--- config.mk ---
export PLATFORM = sky130hd
export DESIGN_NAME = serial_frame_tx
export DESIGN_NICKNAME = d
export VERILOG_FILES = /design/src/rtl/serial_frame_tx_pkg.sv /design/src/rtl/serial_frame_tx_piso.sv /design/src/rtl/serial_frame_tx.sv
export SDC_FILE = /design/constraint.sdc
export NUM_CORES = 1
export LEC_CHECK = 0
export CAP_MARGIN = 40
export CORE_MARGIN = 5
export CORE_UTILIZATION = 45
export DETAILED_ROUTE_END_ITERATION = 7
export PLACE_DENSITY = 0.79
export SYNTH_ARGS = -nofsm -noshare
export SYNTH_HDL_FRONTEND = slang
export SYNTH_HIERARCHICAL = 1
export SYNTH_SLANG_ARGS = --single-unit
export TNS_END_PERCENT = 100
--- constraint.sdc ---
create_clock -name clk -period 3.1 [get_ports clk]
set_input_delay 0.465 -clock clk [delete_from_list [all_inputs] [get_ports clk]]
set_output_delay 0.465 -clock clk [all_outputs]
set_load 0.005 [all_outputs]
--- src/rtl/serial_frame_tx_pkg.sv ---
// Shared definitions for the single-wire port-routing protocol. The transmitter
// and the receiving demux both import this, so they agree on field widths,
// line levels and phase encoding.
package serial_frame_tx_pkg;

  localparam int DEF_PORT_W = 2;
  localparam int DEF_LEN_W  = 5;

  localparam logic LINE_IDLE = 1'b1;
  localparam logic START_BIT = 1'b0;

  typedef enum logic [2:0] {
    ST_IDLE = 3'd0,
    ST_PORT = 3'd1,
    ST_LEN  = 3'd2,
    ST_DATA = 3'd3,
    ST_STOP = 3'd4
  } tx_state_t;

endpackage

--- src/rtl/serial_frame_tx_piso.sv ---
// Loadable parallel-in/serial-out shift register. The same block serves the
// MSB-first header and the LSB-first payload; msb_first selects which end is
// presented on bit_out and the matching shift direction.
module frame_piso #(
  parameter int W = 8
) (
  input  logic         clk,
  input  logic         clk_en,
  input  logic         load,
  input  logic         shift,
  input  logic         msb_first,
  input  logic [W-1:0] din,
  output logic         bit_out
);

  logic [W-1:0] q;

  assign bit_out = msb_first ? q[W-1] : q[0];

  // Load a new word or step it one position toward the output end.
  always_ff @(posedge clk) begin
    if (clk_en) begin
      if (load)
        q <= din;
      else if (shift)
        q <= msb_first ? (q << 1) : (q >> 1);
    end
  end

endmodule

--- src/rtl/serial_frame_tx.sv ---
// Transmit side of the single-wire port-routing protocol. A frame request is
// accepted in IDLE (the start bit goes out on the accept edge), then the port
// and length fields are sent MSB-first, the payload LSB-first, and a stop bit
// that also serves as the minimum inter-frame gap.
module serial_frame_tx
  import serial_frame_tx_pkg::*;
#(
  parameter int PORT_W = DEF_PORT_W,
  parameter int LEN_W  = DEF_LEN_W,
  parameter int DATA_W = 31
) (
  input  logic              clk,
  input  logic              rst,
  input  logic              clk_en,
  input  logic              tx_valid,
  output logic              tx_ready,
  input  logic [PORT_W-1:0] tx_port,
  input  logic [LEN_W-1:0]  tx_len,
  input  logic [DATA_W-1:0] tx_data,
  output logic              ser_out,
  output logic              tx_busy,
  output logic              tx_done
);

  localparam int HDR_W = PORT_W + LEN_W;

  tx_state_t        state, state_nxt;
  logic [LEN_W-1:0] cnt, cnt_nxt;
  logic [LEN_W-1:0] len_q;
  logic             ser_nxt;
  logic             done_nxt;
  logic             accept;
  logic             hdr_shift;
  logic             pay_shift;
  logic             hdr_bit;
  logic             pay_bit;

  assign tx_ready = (state == ST_IDLE);
  assign tx_busy  = (state != ST_IDLE);
  assign accept   = clk_en & tx_valid & tx_ready;

  // Header register: {port, len} shifted out MSB-first.
  frame_piso #(.W(HDR_W)) u_hdr (
    .clk       (clk),
    .clk_en    (clk_en),
    .load      (accept),
    .shift     (hdr_shift),
    .msb_first (1'b1),
    .din       ({tx_port, tx_len}),
    .bit_out   (hdr_bit)
  );

  // Payload register: data shifted out LSB-first.
  frame_piso #(.W(DATA_W)) u_pay (
    .clk       (clk),
    .clk_en    (clk_en),
    .load      (accept),
    .shift     (pay_shift),
    .msb_first (1'b0),
    .din       (tx_data),
    .bit_out   (pay_bit)
  );

  // Length copy used to choose DATA or STOP at the end of the header and to
  // seed the payload bit counter; it is only read after an accept.
  always_ff @(posedge clk) begin
    if (accept)
      len_q <= tx_len;
  end

  // Phase sequencing, bit counting and next line level; nothing moves without clk_en.
  always_comb begin
    state_nxt = state;
    cnt_nxt   = cnt;
    ser_nxt   = ser_out;
    done_nxt  = 1'b0;
    hdr_shift = 1'b0;
    pay_shift = 1'b0;
    if (clk_en) begin
      case (state)
        ST_IDLE: begin
          if (tx_valid) begin
            ser_nxt   = START_BIT;
            state_nxt = ST_PORT;
            cnt_nxt   = LEN_W'(PORT_W - 1);
          end
        end
        ST_PORT: begin
          ser_nxt   = hdr_bit;
          hdr_shift = 1'b1;
          if (cnt == '0) begin
            state_nxt = ST_LEN;
            cnt_nxt   = LEN_W'(LEN_W - 1);
          end else begin
            cnt_nxt = cnt - LEN_W'(1);
          end
        end
        ST_LEN: begin
          ser_nxt   = hdr_bit;
          hdr_shift = 1'b1;
          if (cnt == '0) begin
            if (len_q == '0) begin
              state_nxt = ST_STOP;
            end else begin
              state_nxt = ST_DATA;
              cnt_nxt   = len_q - LEN_W'(1);
            end
          end else begin
            cnt_nxt = cnt - LEN_W'(1);
          end
        end
        ST_DATA: begin
          ser_nxt   = pay_bit;
          pay_shift = 1'b1;
          if (cnt == '0)
            state_nxt = ST_STOP;
          else
            cnt_nxt = cnt - LEN_W'(1);
        end
        ST_STOP: begin
          ser_nxt   = LINE_IDLE;
          done_nxt  = 1'b1;
          state_nxt = ST_IDLE;
        end
        default: begin
          ser_nxt   = LINE_IDLE;
          state_nxt = ST_IDLE;
          cnt_nxt   = '0;
        end
      endcase
    end
  end

  // Control state and the registered line; reset drops the line high at once.
  // tx_done is rewritten every clock so it is a single-clock pulse.
  always_ff @(posedge clk or posedge rst) begin
    if (rst) begin
      state   <= ST_IDLE;
      cnt     <= '0;
      ser_out <= LINE_IDLE;
      tx_done <= 1'b0;
    end else begin
      state   <= state_nxt;
      cnt     <= cnt_nxt;
      ser_out <= ser_nxt;
      tx_done <= done_nxt;
    end
  end

endmodule
==> impl_metrics.ini, run 1 <==
[timing]
setup_viol = 0
fmax_mhz = 430.1
fin_ws_ns = 0.7748
drv_slew = 0
period_needed_ns = 2.325
slew-limit-headroom_pct = 59.81
rsz0062_at_grt = no
hold_viol = 0
tightestPinTransition_ns = 0.5945
tns_ns = 0
clock_skew_ns = 0.01270
min_period_over_period_pct = 75.01

[die]
die_height_microns = 90.73
die_w_microns = 90.73
rows = 29
start_util_pct = 46.19
core_sq_mm = 0.006350
io_pins = 46
dieArea_sq_mm = 0.008232

[detailed_routing]
vias_per_cell = 5.339
dr.pass1.iters = 4
initialDrtViolationCount = 134
postRouteAntennaNets = 0
dr_total_vias = 2034
drc = 0
wirelength_microns = 5563
wl_per_cell_microns = 14.60

[layout]
fin_cells = 381
nFillCells = 562
multi_input_area_sq_mm = 0.001216
drive_gt1_share_pct = 7.566
area_delta_synth_final_pct = 18.34
antennaDiodeCount = 0
seq_area_sq_mm = 0.001543
nNetsFinal = 347

[synthesis]
synth_top_area_cell = edfxtp_1
synth.most_common_cell = nand2_1
synth_top_area_share_pct = 44.03
synth_area_leaders = edfxtp_1, mux2i_1, dfrtp_1
ys_seq_elements = 53
seq_area_frac_synth_pct = 52.60
netlist_area_sq_mm = 0.002933
synthCells = 265
ys_types = 46
async_reset_ff_share_pct = 18.87
synthTopCellsByCount = nand2_1, edfxtp_1, mux2i_1
synth-main-ff-cell = edfxtp_1
synth_edf_count = 43
yosysWarningCount = 6
synthesis.nets = 309
synth_area_per_cell_sq_um = 11.07

[power_and_ir_drop]
p_comb_share_pct = 33.9
powerDensity_mw_per_mm2 = 675.0
p_sw_uw = 766.1
power_uw = 2343
power.leakage_uw = 0.001292
p_seq_share_pct = 46.6
clockPowerShare_pct = 19.5
ir_worst_vdd_mv = 0.4420
p_int_uw = 1577
switching_share_pct = 32.70

[placed_design]
port_buffers = 45
dp_hpwl_microns = 4026
placedCellCount = 373
pre_cts_ws_ns = 0.8474
place.gp.congestion = 0.7896

[grt]
track_usage_pct = 13.89
grt_pass1_wl_microns = 9308
grt_pass1_vias = 2080
grt-ovfl-total = 0
grt_max_degree = 82
antenna_found_initial = 0

[critical_path]
critPathLaunchType = register
cp-end-kind = output pin
critical_path.max_fanout = 14
path_class = register to output pin
r2r_slack_ns = 0.97
r2r-start = state[2]
required_ns = 2.63
cp.arrival_ns = 1.86
r2r-end = u_pay/q[24]
r2r_cells = 5

[job]
maxCapViolCount = 0

[clocking]
root_buffer = clkbuf_8
h-tree-depth = 2
ctsLongestPathBuffers = 2
cts.sinks = 53
numCtsBuffers = 5
cts_setup_buffers = 0
cts_tree = built
clkTransAtPathRegs_ns = 0.09
cts_hold_buf = 0
clkLatencyLatePin_ns = 0.31
post_cts_resized = 0

[run_status]
status = finished, final reports clean

[min_path]
hold_class = primary input to asynchronous set/reset pin
==> how the worst max path moves through the flow <==
stage,startpoint,end
2_1_floorplan,state[0],u_pay/q[0]
3_3_place_gp,clk_en,u_pay/q[19]
3_5_place_dp,clk_en,u_pay/q[24]
4_1_cts,state[2],tx_ready
5_1_grt,state[2],tx_ready
6_report,state[2],tx_ready
==> per-stage QoR <==
step                      hold WS (ns)  area, sq um  util [%]
final                           0.4377         3471     54.66
after global routing            0.4649         3471     54.66
after CTS                       0.4446         3471     54.66
after detailed placement        0.5001         3363     52.97
after global placement          0.4969         3363     52.97
after floorplan                 0.3045         2933         -
==> cell families (layout without fill, tap and decap cells) <==
family	Yosys count	after routing	share of synthesized area (%)
XOR/XNOR	4	4	1.195
flip-flops	53	53	52.60
AND/OR/NAND/NOR	70	70	11.01
adder cells (fa/ha/maj)	3	3	1.194
AO/OA/AOI/OAI	71	71	14.55
other	2	2	0.2561
buffers and inverters	24	63	5.973
multiplexers	38	38	13.23
==> power groups by stage <==
stage / clock network (uW) / logic (uW) / registers, uW
after floorplan: 0 / 641 / 1040
after global placement: 0 / 770 / 1100
after detailed placement: 0 / 793 / 1110
after CTS: 471 / 796 / 1090
after global routing: 501 / 891 / 1110
final: 457 / 794 / 1090
==> layout make-up <==
type / instances / share of cell area, %
tap: 77 / 2.776
timing repair buffer: 47 / 13.77
sequential: 53 / 44.45
multi-input combinational: 188 / 35.04
clock inverter: 2 / 1.009
clock buffer: 6 / 2.091
inverter: 8 / 0.8652
==> cell usage in the layout, fill, tap and decap left out, types with 2 or more instances in the layout <==
cell type        instances
nand2_1                 47
clkdlybuf4s50_1         45
edfxtp_1                43
mux2i_1                 35
o21ai_1                 34
dfrtp_1                  9
inv_1                    8
nor2_1                   8
o21ai_0                  8
a21oi_1                  8
o21ai_2                  5
clkbuf_8                 5
nor3_1                   3
o21a_1                   3
nor2b_1                  2
xnor2_1                  2
xor2_1                   2
nand2b_1                 2
mux2_2                   2
ha_1                     2
conb_1                   2
a22o_1                   2
==> per-layer routing <==
metal  global-route usage [%]  share of wire (%)  vias to the layer above
met4                    5.459                1.4                        0
met1                    17.81                 46                      958
met3                    4.000                5.2                        6
met5                        0                  0                        -
li1                         -                  -                     1028
met2                    22.03                 47                       42
==> state kept, by name, summed over array words and instances, names as in the netlist <==
| register | cells |
|---|---|
| u_hdr/q | 7 |
| u_pay/q | 31 |
| cnt | 5 |
| ser_out | 1 |
| len_q | 5 |
| state | 3 |
| tx_done | 1 |
==> worst max-delay path, stage by stage (launching register included) <==
cell and delay [ns]:
dfrtp_1 0.53, or3_1 0.45, inv_1 0.08, clkdlybuf4s50_1 0.49
(Power assumes the default switching activity.)
==> run 2, diff against run 1 <==
--- a/config.mk
+++ b/config.mk
@@ -9,7 +9,7 @@
 export CORE_MARGIN = 5
 export CORE_UTILIZATION = 45
 export DETAILED_ROUTE_END_ITERATION = 7
-export PLACE_DENSITY = 0.79
+export PLACE_DENSITY = 0.81
 export SYNTH_ARGS = -nofsm -noshare
 export SYNTH_HDL_FRONTEND = slang
 export SYNTH_HIERARCHICAL = 1
==> constraint.sdc (replaced) <==
create_clock -name clk -period 1.9 [get_ports clk]
set_input_delay 0.285 -clock clk [delete_from_list [all_inputs] [get_ports clk]]
set_output_delay 0.285 -clock clk [all_outputs]
set_load 0.005 [all_outputs]
==> impl_metrics.ini, run 2 (same netlist as run 1, synthesis figures left out) <==
[clocking]
clkLatencyLatePin_ns = 0.31
cts_tree = built
numCtsBuffers = 5
cts_hold_buf = 0
cts.sinks = 53
ctsLongestPathBuffers = 2
h-tree-depth = 2
root_buffer = clkbuf_8
clkTransAtPathRegs_ns = 0.10

[die]
die_w_microns = 90.73
io_pins = 46
core_sq_mm = 0.006350
dieArea_sq_mm = 0.008232
rows = 29
start_util_pct = 46.19
die_height_microns = 90.73

[layout]
layout_common_cells = nand2_1, clkdlybuf4s50_1, edfxtp_1, mux2i_1, o21ai_1
nFillCells = 534
largest_reg_flops = 31
top_regs = u_pay/q x31, u_hdr/q x7
area_delta_synth_final_pct = 24.23
fin_cells = 399
largest_register = u_pay/q
antennaDiodeCount = 0
nNetsFinal = 365
final_util_pct = 57.38
fin_area_sq_mm = 0.003643
mostFrequentLayoutCell = nand2_1
drive_gt1_share_pct = 15.22

[critical_path]
path_buf_inv = 2
cpMaxStageDelayCell = or3b_1
critPathMaxStageDelay_ns = 0.39
r2r-end = cnt[2]
cp.arrival_ns = 2.10
required_ns = 2.14
cp-end-kind = register
path_class = register to register
critical_path.max_fanout = 5
r2r-start = cnt[1]
r2r_slack_ns = 0.04
path_cells = inv_1, ha_2, nor4b_4, buf_4, a311o_1, or3b_1, o21ai_1
cp_top_family = simple AND/OR/NAND/NOR gates
critPathLaunchType = register
r2r_cells = 7

[timing]
period_needed_ns = 1.864
fmax_mhz = 536.4
hold_viol = 0
clock_skew_ns = 0.008179
hold_ws_ns = 0.2651
min_period_over_period_pct = 98.12
setup_viol = 0
drv_slew = 0

[power_and_ir_drop]
power.leakage_uw = 0.001381
ir_worst_vdd_mv = 0.5814
powerDensity_mw_per_mm2 = 1094

[placed_design]
place_area_sq_mm = 0.003467
dp_hpwl_microns = 4081
port_buffers = 45
placedCellCount = 383
place.gp.congestion = 0.8072

[grt]
grt_pass1_vias = 2011
track_usage_pct = 13.82
grt_pass1_wl_microns = 9294
grt-ovfl-total = 0
antenna_found_initial = 0
grt.met1_usage_pct = 19.02
met2_usage_pct = 20.76
grt_max_degree = 53
top_usage_layer = met2
met3_usage_pct = 3.667

[detailed_routing]
wirelength_microns = 5754
drc = 0
initialDrtViolationCount = 111
dr.pass1.iters = 4
postRouteAntennaNets = 0
dr_total_vias = 2084
wl_per_cell_microns = 14.42
vias_per_cell = 5.223

[run_status]
status = finished, final reports clean

[min_path]
hold_class = primary input to asynchronous set/reset pin

[job]
maxCapViolCount = 0
==> run 2: how the worst max path moves through the flow <==
stage	endpoint	slack, ns	cells after the start	start
after CTS	cnt[2]	0.04	7	cnt[1]
after floorplan	u_pay/q[0]	-0.11	6	state[0]
after global routing	cnt[2]	-0.03	7	cnt[1]
after global placement	u_pay/q[0]	0.09	5	clk_en
after detailed placement	cnt[4]	0.008	8	len_q[0]
final	cnt[2]	0.04	7	cnt[1]
==> run 2: metrics by stage <==
stage | setup WS (ns) | power (uW) | setup TNS, ns
6_report | 0.03570 | 3987 | 0
5_1_grt | -0.03180 | 4234 | -0.03417
4_1_cts | 0.04330 | 3940 | 0
3_5_place_dp | 0.007961 | 3227 | 0
3_3_place_gp | 0.08738 | 3189 | 0
2_1_floorplan | -0.1133 | 2778 | -4.168
==> run 2: layout make-up <==
class	instances	area [sq um]	share of cell area [%]
Inverter	8	30.03	0.8242
Tap cell	77	96.34	2.644
Sequential cell	53	1543	42.34
Timing Repair Buffer	65	624.3	17.14
Multi-Input combinational cell	188	1254	34.41
Clock buffer	6	82.58	2.266
Clock inverter	2	13.76	0.3777
==> run 2: what timing repair did <==
item / in CTS / in global routing
endpoints found under the setup margin: 5 / 5
buffers inserted: 3 / 5
gates resized for setup: 2 / 4
pin swaps: 0 / 3
==> run 2: where the power goes <==
part           total, uW  leakage, uW  switching (uW)  internal [uW]
logic               1630     0.000812             817            811
clock network        661    0.0000512             365            296
registers           1700     0.000518             141           1560
==> run 2: layer usage <==
metal | part of all wire, % | vias to the layer above
met2 | 47 | 38
met5 | 0 | -
met3 | 4.8 | 7
li1 | - | 1069
met1 | 47 | 970
met4 | 1.6 | 0
==> run 3, diff against run 2 <==
--- a/config.mk
+++ b/config.mk
@@ -9,7 +9,7 @@
 export CORE_MARGIN = 5
 export CORE_UTILIZATION = 45
 export DETAILED_ROUTE_END_ITERATION = 7
-export PLACE_DENSITY = 0.81
+export PLACE_DENSITY = 0.69
 export SYNTH_ARGS = -nofsm -noshare
 export SYNTH_HDL_FRONTEND = slang
 export SYNTH_HIERARCHICAL = 1
==> impl_metrics.ini, run 3 (same netlist as run 1, synthesis figures left out) <==
[die]
rows = 29
start_util_pct = 46.19
die_height_microns = 90.73
io_pins = 46
core_sq_mm = 0.006350
die_w_microns = 90.73
dieArea_sq_mm = 0.008232

[critical_path]
cpMaxStageDelayCell = dfrtp_1
path_cells = inv_1, ha_4, nor4b_4, o211ai_1, o21bai_2, or2_4, o21ai_2
required_ns = 2.10
r2r-start = cnt[1]
path_class = register to register
critical_path.max_fanout = 5
r2r-end = cnt[3]
r2r_cells = 7
critPathMaxStageDelay_ns = 0.40
critPathLaunchType = register
r2r_slack_ns = 0.12
cp.arrival_ns = 1.98
cp-end-kind = register

[clocking]
clkTransAtPathRegs_ns = 0.10
h-tree-depth = 2
ctsLongestPathBuffers = 2
numCtsBuffers = 5
cts.sinks = 53
clkLatencyLatePin_ns = 0.31
cts_hold_buf = 0
cts_tree = built
root_buffer = clkbuf_8

[min_path]
hold_class = primary input to asynchronous set/reset pin

[grt]
met3_usage_pct = 4.500
track_usage_pct = 14.65
grt_pass1_wl_microns = 9860
grt_pass1_vias = 2029
grt-ovfl-total = 0
antenna_found_initial = 0
grt.met1_usage_pct = 21.01
grt_max_degree = 33
met2_usage_pct = 21.49
top_usage_layer = met2

[power_and_ir_drop]
power.leakage_uw = 0.001407
p_comb_share_pct = 39.0
switching_share_pct = 31.65
p_int_uw = 2931
powerDensity_mw_per_mm2 = 1150
ir_worst_vdd_mv = 0.6878
clockPowerShare_pct = 21.2
p_seq_share_pct = 39.7
p_sw_uw = 1357

[timing]
hold_ws_ns = 0.2556
fmax_mhz = 561.9
clock_skew_ns = 0.008497
drv_slew = 0
setup_viol = 0
period_needed_ns = 1.780
tns_ns = 0
hold_viol = 0
min_period_over_period_pct = 93.67

[placed_design]
port_buffers = 45
placedCellCount = 385
dp_hpwl_microns = 4233
place_area_sq_mm = 0.003520
place.gp.congestion = 0.8579

[layout]
area_delta_synth_final_pct = 27.13
fin_cells = 397
antennaDiodeCount = 0
drive_gt1_share_pct = 14.69
largest_register = u_pay/q
fin_area_sq_mm = 0.003729
nFillCells = 510
nNetsFinal = 363
mostFrequentLayoutCell = nand2_1
top_regs = u_pay/q x31, u_hdr/q x7
largest_reg_flops = 31
layout_common_cells = nand2_1, clkdlybuf4s50_1, edfxtp_1, mux2i_1, o21ai_1
final_util_pct = 58.72

[job]
maxCapViolCount = 0

[detailed_routing]
wl_per_cell_microns = 14.75
wirelength_microns = 5856
postRouteAntennaNets = 0
dr_total_vias = 2084
initialDrtViolationCount = 171
drc = 0
dr.pass1.iters = 4
vias_per_cell = 5.249

[run_status]
status = finished, final reports clean
==> run 3: worst max path at each step <==
stage,cells after the start,endpoint,slack (ns),from
2_1_floorplan,6,u_pay/q[0],-0.11,state[0]
3_3_place_gp,7,cnt[3],0.006,cnt[0]
3_5_place_dp,7,cnt[3],-0.03,cnt[0]
4_1_cts,8,cnt[3],0.03,len_q[0]
5_1_grt,8,cnt[3],-0.001,cnt[0]
6_report,7,cnt[3],0.12,cnt[1]
==> run 3: stage by stage <==
stage	power (uW)	setup WS (ns)
global route	4563	-0.001357
global placement	3241	0.006338
CTS	4242	0.02963
finish	4288	0.1203
detailed placement	3267	-0.02972
floorplan	2778	-0.1133
==> run 3: area by class of cell <==
class / instances / area (sq um) / share of cell area (%)
multi-input cells: 188 / 1272 / 34.13
flip-flops and latches: 53 / 1543 / 41.38
clock inverters: 3 / 68.82 / 1.846
repair buffers: 63 / 649.4 / 17.42
clock buffers: 5 / 68.82 / 1.846
well taps: 77 / 96.34 / 2.584
inverters: 8 / 30.03 / 0.8054
==> run 3: critical path, delay by kind of cell (launching register included) <==
family                     cells  cell delay [ns]
AOI/OAI and AO/OA              3             0.52
and+or+nand+nor                2             0.47
DFF                            1             0.40
adders and majority gates      1             0.16
buffers and inverters          1             0.11
==> run 3: power groups by stage <==
stage | Sequential [uW] | Clock, uW | Combinational, uW
finish | 1700 | 910 | 1670
global route | 1740 | 984 | 1840
CTS | 1710 | 934 | 1600
detailed placement | 1730 | 0 | 1530
global placement | 1730 | 0 | 1510
floorplan | 1690 | 0 | 1080
==> run 3: timing repair <==
item / 4_1_cts / 5_1_grt
setup buffers: 3 / 2
setup endpoints to repair: 5 / 7
pin swaps: 0 / 8
resized for setup: 2 / 7
==> run 3: layer usage <==
layer / up-vias / wire length, microns / share of wire, %
li1: 1062 / - / -
met1: 971 / 2944 / 50
met2: 46 / 2529 / 43
met3: 5 / 331 / 5.7
met4: 0 / 49 / 0.84
met5: - / 0 / 0
